<file path="src/rtl/mem_q_pkg.sv">
// Shared encodings, field widths and a constant clog2 helper for the
// out-of-order-response memory stage queue.
package mem_q_pkg;

  localparam logic [1:0] LD_SIZE_B = 2'd0;
  localparam logic [1:0] LD_SIZE_H = 2'd1;
  localparam logic [1:0] LD_SIZE_W = 2'd2;

  localparam int DATA_W    = 32;
  localparam int SIZE_W    = 2;
  localparam int LANE_W    = 2;

  function automatic int clog2(input int value);
    int r;
    r = 0;
    for (int v = value - 1; v > 0; v = v >> 1) r++;
    return r;
  endfunction

endpackage

</file>
<file path="src/rtl/mem_stage_ooq_ld_extract.sv">
// Load data extraction: byte-lane shift of rdata, then 8/16/32-bit
// sign- or zero-extension.
module ld_extract
  import mem_q_pkg::*;
(
  input  logic [DATA_W-1:0] rdata,
  input  logic [LANE_W-1:0] addr,
  input  logic [SIZE_W-1:0] size,
  input  logic              sign,
  output logic [DATA_W-1:0] result
);

  logic [DATA_W-1:0] shifted;

  assign shifted = rdata >> {addr, 3'b000};

  // NOTE: every branch of a combinational case must assign the output (a
  // default arm here) or synthesis infers a latch to hold the old value.
  always_comb begin
    case (size)
      LD_SIZE_B: result = {{24{sign & shifted[7]}},  shifted[7:0]};
      LD_SIZE_H: result = {{16{sign & shifted[15]}}, shifted[15:0]};
      default:   result = shifted;
    endcase
  end

endmodule

</file>
<file path="src/rtl/mem_stage_ooq.sv">
// In-order memory-stage queue tolerating variable-latency data_ok responses.
// Define MEM_FWD_EN to drive the per-entry fwd_* ports; otherwise they read 0.
module mem_stage_ooq
  import mem_q_pkg::*;
#(
  parameter int DEPTH     = 2,
  parameter int PAYLOAD_W = 64
) (
  input  logic                       clk,
  input  logic                       reset,
  input  logic                       flush,
  input  logic                       in_valid,
  output logic                       in_allowin,
  input  logic [PAYLOAD_W-1:0]       in_payload,
  input  logic                       in_need_rsp,
  input  logic                       in_is_load,
  input  logic [SIZE_W-1:0]          in_ld_size,
  input  logic                       in_ld_sign,
  input  logic [DATA_W-1:0]          in_alu_result,
  input  logic                       data_ok,
  input  logic [DATA_W-1:0]          rdata,
  output logic                       out_valid,
  input  logic                       out_allowin,
  output logic [PAYLOAD_W-1:0]       out_payload,
  output logic [DATA_W-1:0]          out_result,
  output logic [clog2(DEPTH+1)-1:0]  pend_cnt,
  output logic [DEPTH-1:0]           fwd_valid,
  output logic [DEPTH-1:0]           fwd_done,
  output logic [DEPTH*PAYLOAD_W-1:0] fwd_payload,
  output logic [DEPTH*DATA_W-1:0]    fwd_result
);

  localparam int PTR_W = clog2(DEPTH);
  localparam int CNT_W = clog2(DEPTH + 1);
  localparam int SUM_W = CNT_W + 1;

  logic [PAYLOAD_W-1:0] payload_q [DEPTH];
  logic [DATA_W-1:0]    result_q  [DEPTH];
  logic [SIZE_W-1:0]    ld_size_q [DEPTH];
  logic [LANE_W-1:0]    lane_q    [DEPTH];
  logic [DEPTH-1:0]     valid_q;
  logic [DEPTH-1:0]     done_q;
  logic [DEPTH-1:0]     need_rsp_q;
  logic [DEPTH-1:0]     is_load_q;
  logic [DEPTH-1:0]     ld_sign_q;

  logic [PTR_W-1:0] head;
  logic [PTR_W-1:0] tail;
  logic [CNT_W-1:0] count;
  logic [CNT_W-1:0] discard_cnt;

  logic [PTR_W-1:0]  rsp_ptr;
  logic              rsp_found;
  logic [CNT_W-1:0]  wait_cnt;
  logic [DATA_W-1:0] rsp_data;
  logic              take;
  logic              retire;
  logic              rsp_drop;
  logic              rsp_hit;

  // Oldest-first scan for the entry the next data_ok belongs to.
  always_comb begin
    rsp_ptr   = head;
    rsp_found = 1'b0;
    wait_cnt  = '0;
    for (int i = 0; i < DEPTH; i++) begin
      logic [PTR_W-1:0] idx;
      idx = head + PTR_W'(i);
      if (valid_q[idx] && need_rsp_q[idx] && !done_q[idx]) begin
        wait_cnt = wait_cnt + CNT_W'(1);
        if (!rsp_found) begin
          rsp_ptr   = idx;
          rsp_found = 1'b1;
        end
      end
    end
  end

  ld_extract u_ld_extract (
    .rdata  (rdata),
    .addr   (lane_q[rsp_ptr]),
    .size   (ld_size_q[rsp_ptr]),
    .sign   (ld_sign_q[rsp_ptr]),
    .result (rsp_data)
  );

  assign out_valid   = valid_q[head] && done_q[head];
  assign out_payload = out_valid ? payload_q[head] : '0;
  assign out_result  = out_valid ? result_q[head]  : '0;
  assign retire      = out_valid && out_allowin;
  assign in_allowin  = (SUM_W'(count) + SUM_W'(discard_cnt) < SUM_W'(DEPTH)) || retire;
  assign take        = in_valid && in_allowin && !flush;
  assign rsp_drop    = data_ok && (discard_cnt != '0);
  assign rsp_hit     = data_ok && (discard_cnt == '0) && rsp_found;
  assign pend_cnt    = count + discard_cnt;

  // NOTE: sequential state uses non-blocking assignments so every register
  // samples the pre-edge values, independent of statement order.
  always_ff @(posedge clk) begin
    if (reset) begin
      valid_q     <= '0;
      head        <= '0;
      tail        <= '0;
      count       <= '0;
      discard_cnt <= '0;
    end else if (flush) begin
      valid_q     <= '0;
      head        <= '0;
      tail        <= '0;
      count       <= '0;
      discard_cnt <= discard_cnt - CNT_W'(rsp_drop) + wait_cnt - CNT_W'(rsp_hit);
    end else begin
      if (rsp_drop) discard_cnt <= discard_cnt - CNT_W'(1);
      // Retire before enqueue: on a full queue both hit the same slot.
      if (retire) begin
        valid_q[head] <= 1'b0;
        head          <= head + PTR_W'(1);
      end
      if (take) begin
        valid_q[tail] <= 1'b1;
        tail          <= tail + PTR_W'(1);
      end
      count <= count + CNT_W'(take) - CNT_W'(retire);
    end
  end

  // NOTE: entry storage is not reset; valid_q gates every use of it, so
  // clearing the data would only add reset fan-out.
  always_ff @(posedge clk) begin
    if (take) begin
      payload_q[tail]  <= in_payload;
      result_q[tail]   <= in_alu_result;
      ld_size_q[tail]  <= in_ld_size;
      lane_q[tail]     <= in_alu_result[LANE_W-1:0];
      need_rsp_q[tail] <= in_need_rsp;
      is_load_q[tail]  <= in_is_load;
      ld_sign_q[tail]  <= in_ld_sign;
      done_q[tail]     <= !in_need_rsp;
    end
    if (rsp_hit) begin
      done_q[rsp_ptr] <= 1'b1;
      if (is_load_q[rsp_ptr]) result_q[rsp_ptr] <= rsp_data;
    end
  end

`ifdef MEM_FWD_EN
  always_comb begin
    fwd_valid   = '0;
    fwd_done    = '0;
    fwd_payload = '0;
    fwd_result  = '0;
    for (int i = 0; i < DEPTH; i++) begin
      logic [PTR_W-1:0] idx;
      idx = head + PTR_W'(i);
      if (valid_q[idx]) begin
        fwd_valid[i]                          = 1'b1;
        fwd_done[i]                           = done_q[idx];
        fwd_payload[i*PAYLOAD_W +: PAYLOAD_W] = payload_q[idx];
        fwd_result[i*DATA_W +: DATA_W]        = result_q[idx];
      end
    end
  end
`else
  assign fwd_valid   = '0;
  assign fwd_done    = '0;
  assign fwd_payload = '0;
  assign fwd_result  = '0;
`endif

endmodule

</file>
<file path="config.mk">
export PLATFORM = sky130hd
export DESIGN_NAME = mem_stage_ooq
export DESIGN_NICKNAME = d
export VERILOG_FILES = /design/src/rtl/mem_q_pkg.sv /design/src/rtl/mem_stage_ooq_ld_extract.sv /design/src/rtl/mem_stage_ooq.sv
export SDC_FILE = /design/constraint.sdc
export NUM_CORES = 1
export LEC_CHECK = 0
export BUFFER_PORTS_ARGS = -buffer_cell sky130_fd_sc_hd__buf_2
export CORE_MARGIN = 10
export CORE_UTILIZATION = 46
export CTS_BUF_LIST = sky130_fd_sc_hd__clkbuf_2 sky130_fd_sc_hd__clkbuf_4 sky130_fd_sc_hd__clkbuf_8
export CTS_CLUSTER_DIAMETER = 30
export DETAILED_ROUTE_END_ITERATION = 6
export PLACE_DENSITY = 0.79
export SYNTH_ARGS = -nofsm -noshare
export SYNTH_HDL_FRONTEND = slang
export SYNTH_SLANG_ARGS = --single-unit
</file>
<file path="constraint.sdc">
create_clock -name clk -period 3.3 [get_ports clk]
set_input_delay 0 -clock clk [delete_from_list [all_inputs] [get_ports clk]]
set_output_delay 0 -clock clk [all_outputs]
set_load 0.02 [all_outputs]
</file>
==> impl_metrics.tcl <==
set metrics [dict create \
    synth_most_common_cell "edfxtp_1" \
    dpl_worst_slack_ns 0.191 \
    clock-sinks 217 \
    vias 8602 \
    port-buffer-count 238 \
    setup_viol 0 \
    fp-row-count 57 \
    final_layout_size_suffix_gt1_frac 0.273 \
    dieWidth_um 179 \
    cap_violations 0 \
    synth_area_leader_cell "edfxtp_1" \
    finClkSkew_ns 0.0320 \
    synth_top_area_frac 0.535 \
    grt_most_used_layer "met2" \
    yosysSeqAreaShare 0.554 \
    cts_buffer_depth 3 \
    status "finished clean" \
    dp_cells 1528 \
    grt_max_degree 97 \
    min_period_ns 3.27 \
    path_cells "and3b_2 -> a21oi_1 -> ha_1 -> nand3b_1 -> fa_1 -> fa_1 -> ha_4 -> a21oi_2 -> nor2_1 -> dlygate4sd3_1" \
    cp_max_fo 5 \
    ys_ff_latch 217 \
    finalCritPeriodShare 0.990 \
    grt_use_met3 0.0693 \
    synthFlopType "edfxtp_1" \
    final_cell_area_mm2 0.0147 \
    leakagePower_nw 6.02 \
    critPathArrivalTime_ns 3.69 \
    grt_use_met1 0.217 \
    cts_tree "done" \
    synthCells 997 \
    met2_usage 0.364 \
    stdcell_count 1746 \
    placed_area_mm2 0.0124 \
    synthArstFlopShare 0 \
    synth_edf_count 206 \
    htreeDepth 2 \
    clockRootBuffer "clkbuf_8" \
    detail-route-antenna-nets 0 \
    routabilityCongestion 0.847 \
    wire_per_inst_um 19.7 \
    yosysUniqueCellTypes 52 \
    antenna_found_initial 10 \
    critPathKind "register to register" \
    hold_viol_final 0 \
    grtUsageTotal 0.202 \
    nets 1529 \
    pwr_density_cell_mw_per_mm2 502 \
    dp_hpwl_mm 23.0 \
    end_kind "register" \
    slew_viol_final 0 \
    max_stage_delay_ns 0.55 \
    initial_core_util 0.471 \
    tightest_slew_ns 1.06 \
    hp-class "primary input to register" \
    slowest_stage "fa_1" \
    ys_warn_count 0 \
    synthesis.area_mm2 0.0116 \
    postSynthAreaPerCell_um2 11.6 \
    drt_pass1_iterations 6 \
    clk_latency_ns 0.55 \
    crit_path_frequent_cell "fa_1" \
    core_mm2 0.0245 \
    fmax_mhz 306 \
    fillers 1873 \
    required_ns 3.72 \
    grt_first_pass_wirelength_mm 50.6 \
    die_h_um 179 \
    synth_common_cells "206 x edfxtp_1, 197 x buf_4, 191 x nor2_1" \
    ir_worst_vdd_uv 434 \
    drtIter0Drc 636 \
    drc 0 \
    dieArea_mm2 0.0319 \
    whs_ns 0.0353 \
    synth_area_leaders "edfxtp_1 53%, buf_4 13%, mux2i_1 10%, nor2_1 6.2%, dfxtp_1 1.9%" \
    area_growth_pct 27.3 \
    wl_mm 34.4 \
    routed_via_density 4.93 \
    worst_setup_path_start_kind "register" \
    grt_remaining_overflow 0 \
    ios 435 \
    cts.clk_slew.worst_paths_ns 0.05 \
    relSlewSlack 0.291 \
    cts_buffers 47 \
    fin_ws_ns 0.0346 \
    grt_pass1_vias 8912 \
]
[stage by stage]
| step | utilization | power [mW] | setup TNS (ns) |
|---|---|---|---|
| 2_1_floorplan | - | 4.15 | 0 |
| 3_3_place_gp | 0.507 | 4.25 | 0 |
| 3_5_place_dp | 0.507 | 4.29 | 0 |
| 4_1_cts | 0.597 | 7.37 | 0 |
| 5_1_grt | 0.600 | 7.68 | -0.0820 |
| 6_report | 0.600 | 7.39 | 0 |
[logic make-up (layout without fill, tap and decap cells)]
family | count (synthesis) | in the layout | synth area share
other | 1 | 202 | 0.000324
buffers and inverters | 268 | 492 | 0.155
muxes | 133 | 133 | 0.119
adders and majority gates | 10 | 10 | 0.0129
DFF | 217 | 217 | 0.554
and+or+nand+nor | 255 | 255 | 0.0897
AOI/OAI and AO/OA | 106 | 106 | 0.0644
xor gates and xnor gates | 7 | 7 | 0.00530
[layer usage]
metal  wire length [µm]  part of all wire
met4                954             0.028
met2              18000              0.52
met5                  0                 0
met3               3900              0.11
met1              11500              0.34
[what timing repair did]
action,in CTS,in global routing
gates resized for setup,0,8
endpoints found under the hold margin,217,0
buffers inserted,0,4
endpoints found under the setup margin,0,3
hold buffers,124,0
[critical path: cells and delay by family, from the launching register on]
family / cells / cell delay (ns)
buffers and inverters: 1 / 0.54
AO/OA/AOI/OAI: 2 / 0.23
AND/OR/NAND/NOR: 3 / 0.55
adder cells (fa/ha/maj): 4 / 1.48
flip-flops: 1 / 0.33
[layout by cell type (no fill, tap or decap), types with 8 or more instances in the layout]
master,count
buf_2,238
edfxtp_1,206
conb_1,196
nor2_1,191
dlygate4sd3_1,124
mux2i_1,115
clkbuf_8,48
nand2_1,34
a31oi_1,24
inv_1,21
a21oi_1,20
buf_4,16
mux2_2,15
a22oi_1,14
clkinv_1,12
a21oi_2,11
o21ai_0,9
dfxtp_1,8
[sequential cells by signal, summed over array words and instances (netlist names), named ones only]
name         count
count            2
discard_cnt      2
done_q           2
head             1
is_load_q        2
lane_q           4
ld_sign_q        2
ld_size_q        4
need_rsp_q       2
payload_q      128
result_q        64
tail             1
valid_q          2
[path summary, 6_finish.rpt]
check / startpoint / end / slack (ns) / cells after the start
max: done_q[1] / discard_cnt[0] / 0.03 / 10
min: rdata[23] / result_q[0][15] / 0.04 / 5
min reg2reg: tail / tail / 0.48 / 2
max reg2reg: done_q[1] / discard_cnt[0] / 0.03 / 10
[report_power, final]
group          internal [mW]  switching, mW
logic                  0.426          0.748
clock network           1.75           1.20
registers               3.20         0.0616
total                   5.38           2.01
[layout make-up]
type | instances | area (µm²) | area share
Inverter | 23 | 93.8 | 0.00638
Clock inverter | 29 | 249 | 0.0169
Sequential cell | 217 | 6410 | 0.436
Clock buffer | 55 | 713 | 0.0485
Tap cell | 324 | 405 | 0.0275
Antenna cell | 6 | 15.0 | 0.00102
Multi-Input combinational cell | 707 | 4140 | 0.281
Timing Repair Buffer | 385 | 2690 | 0.183
Note: power is estimated with default switching activity, not from simulation.
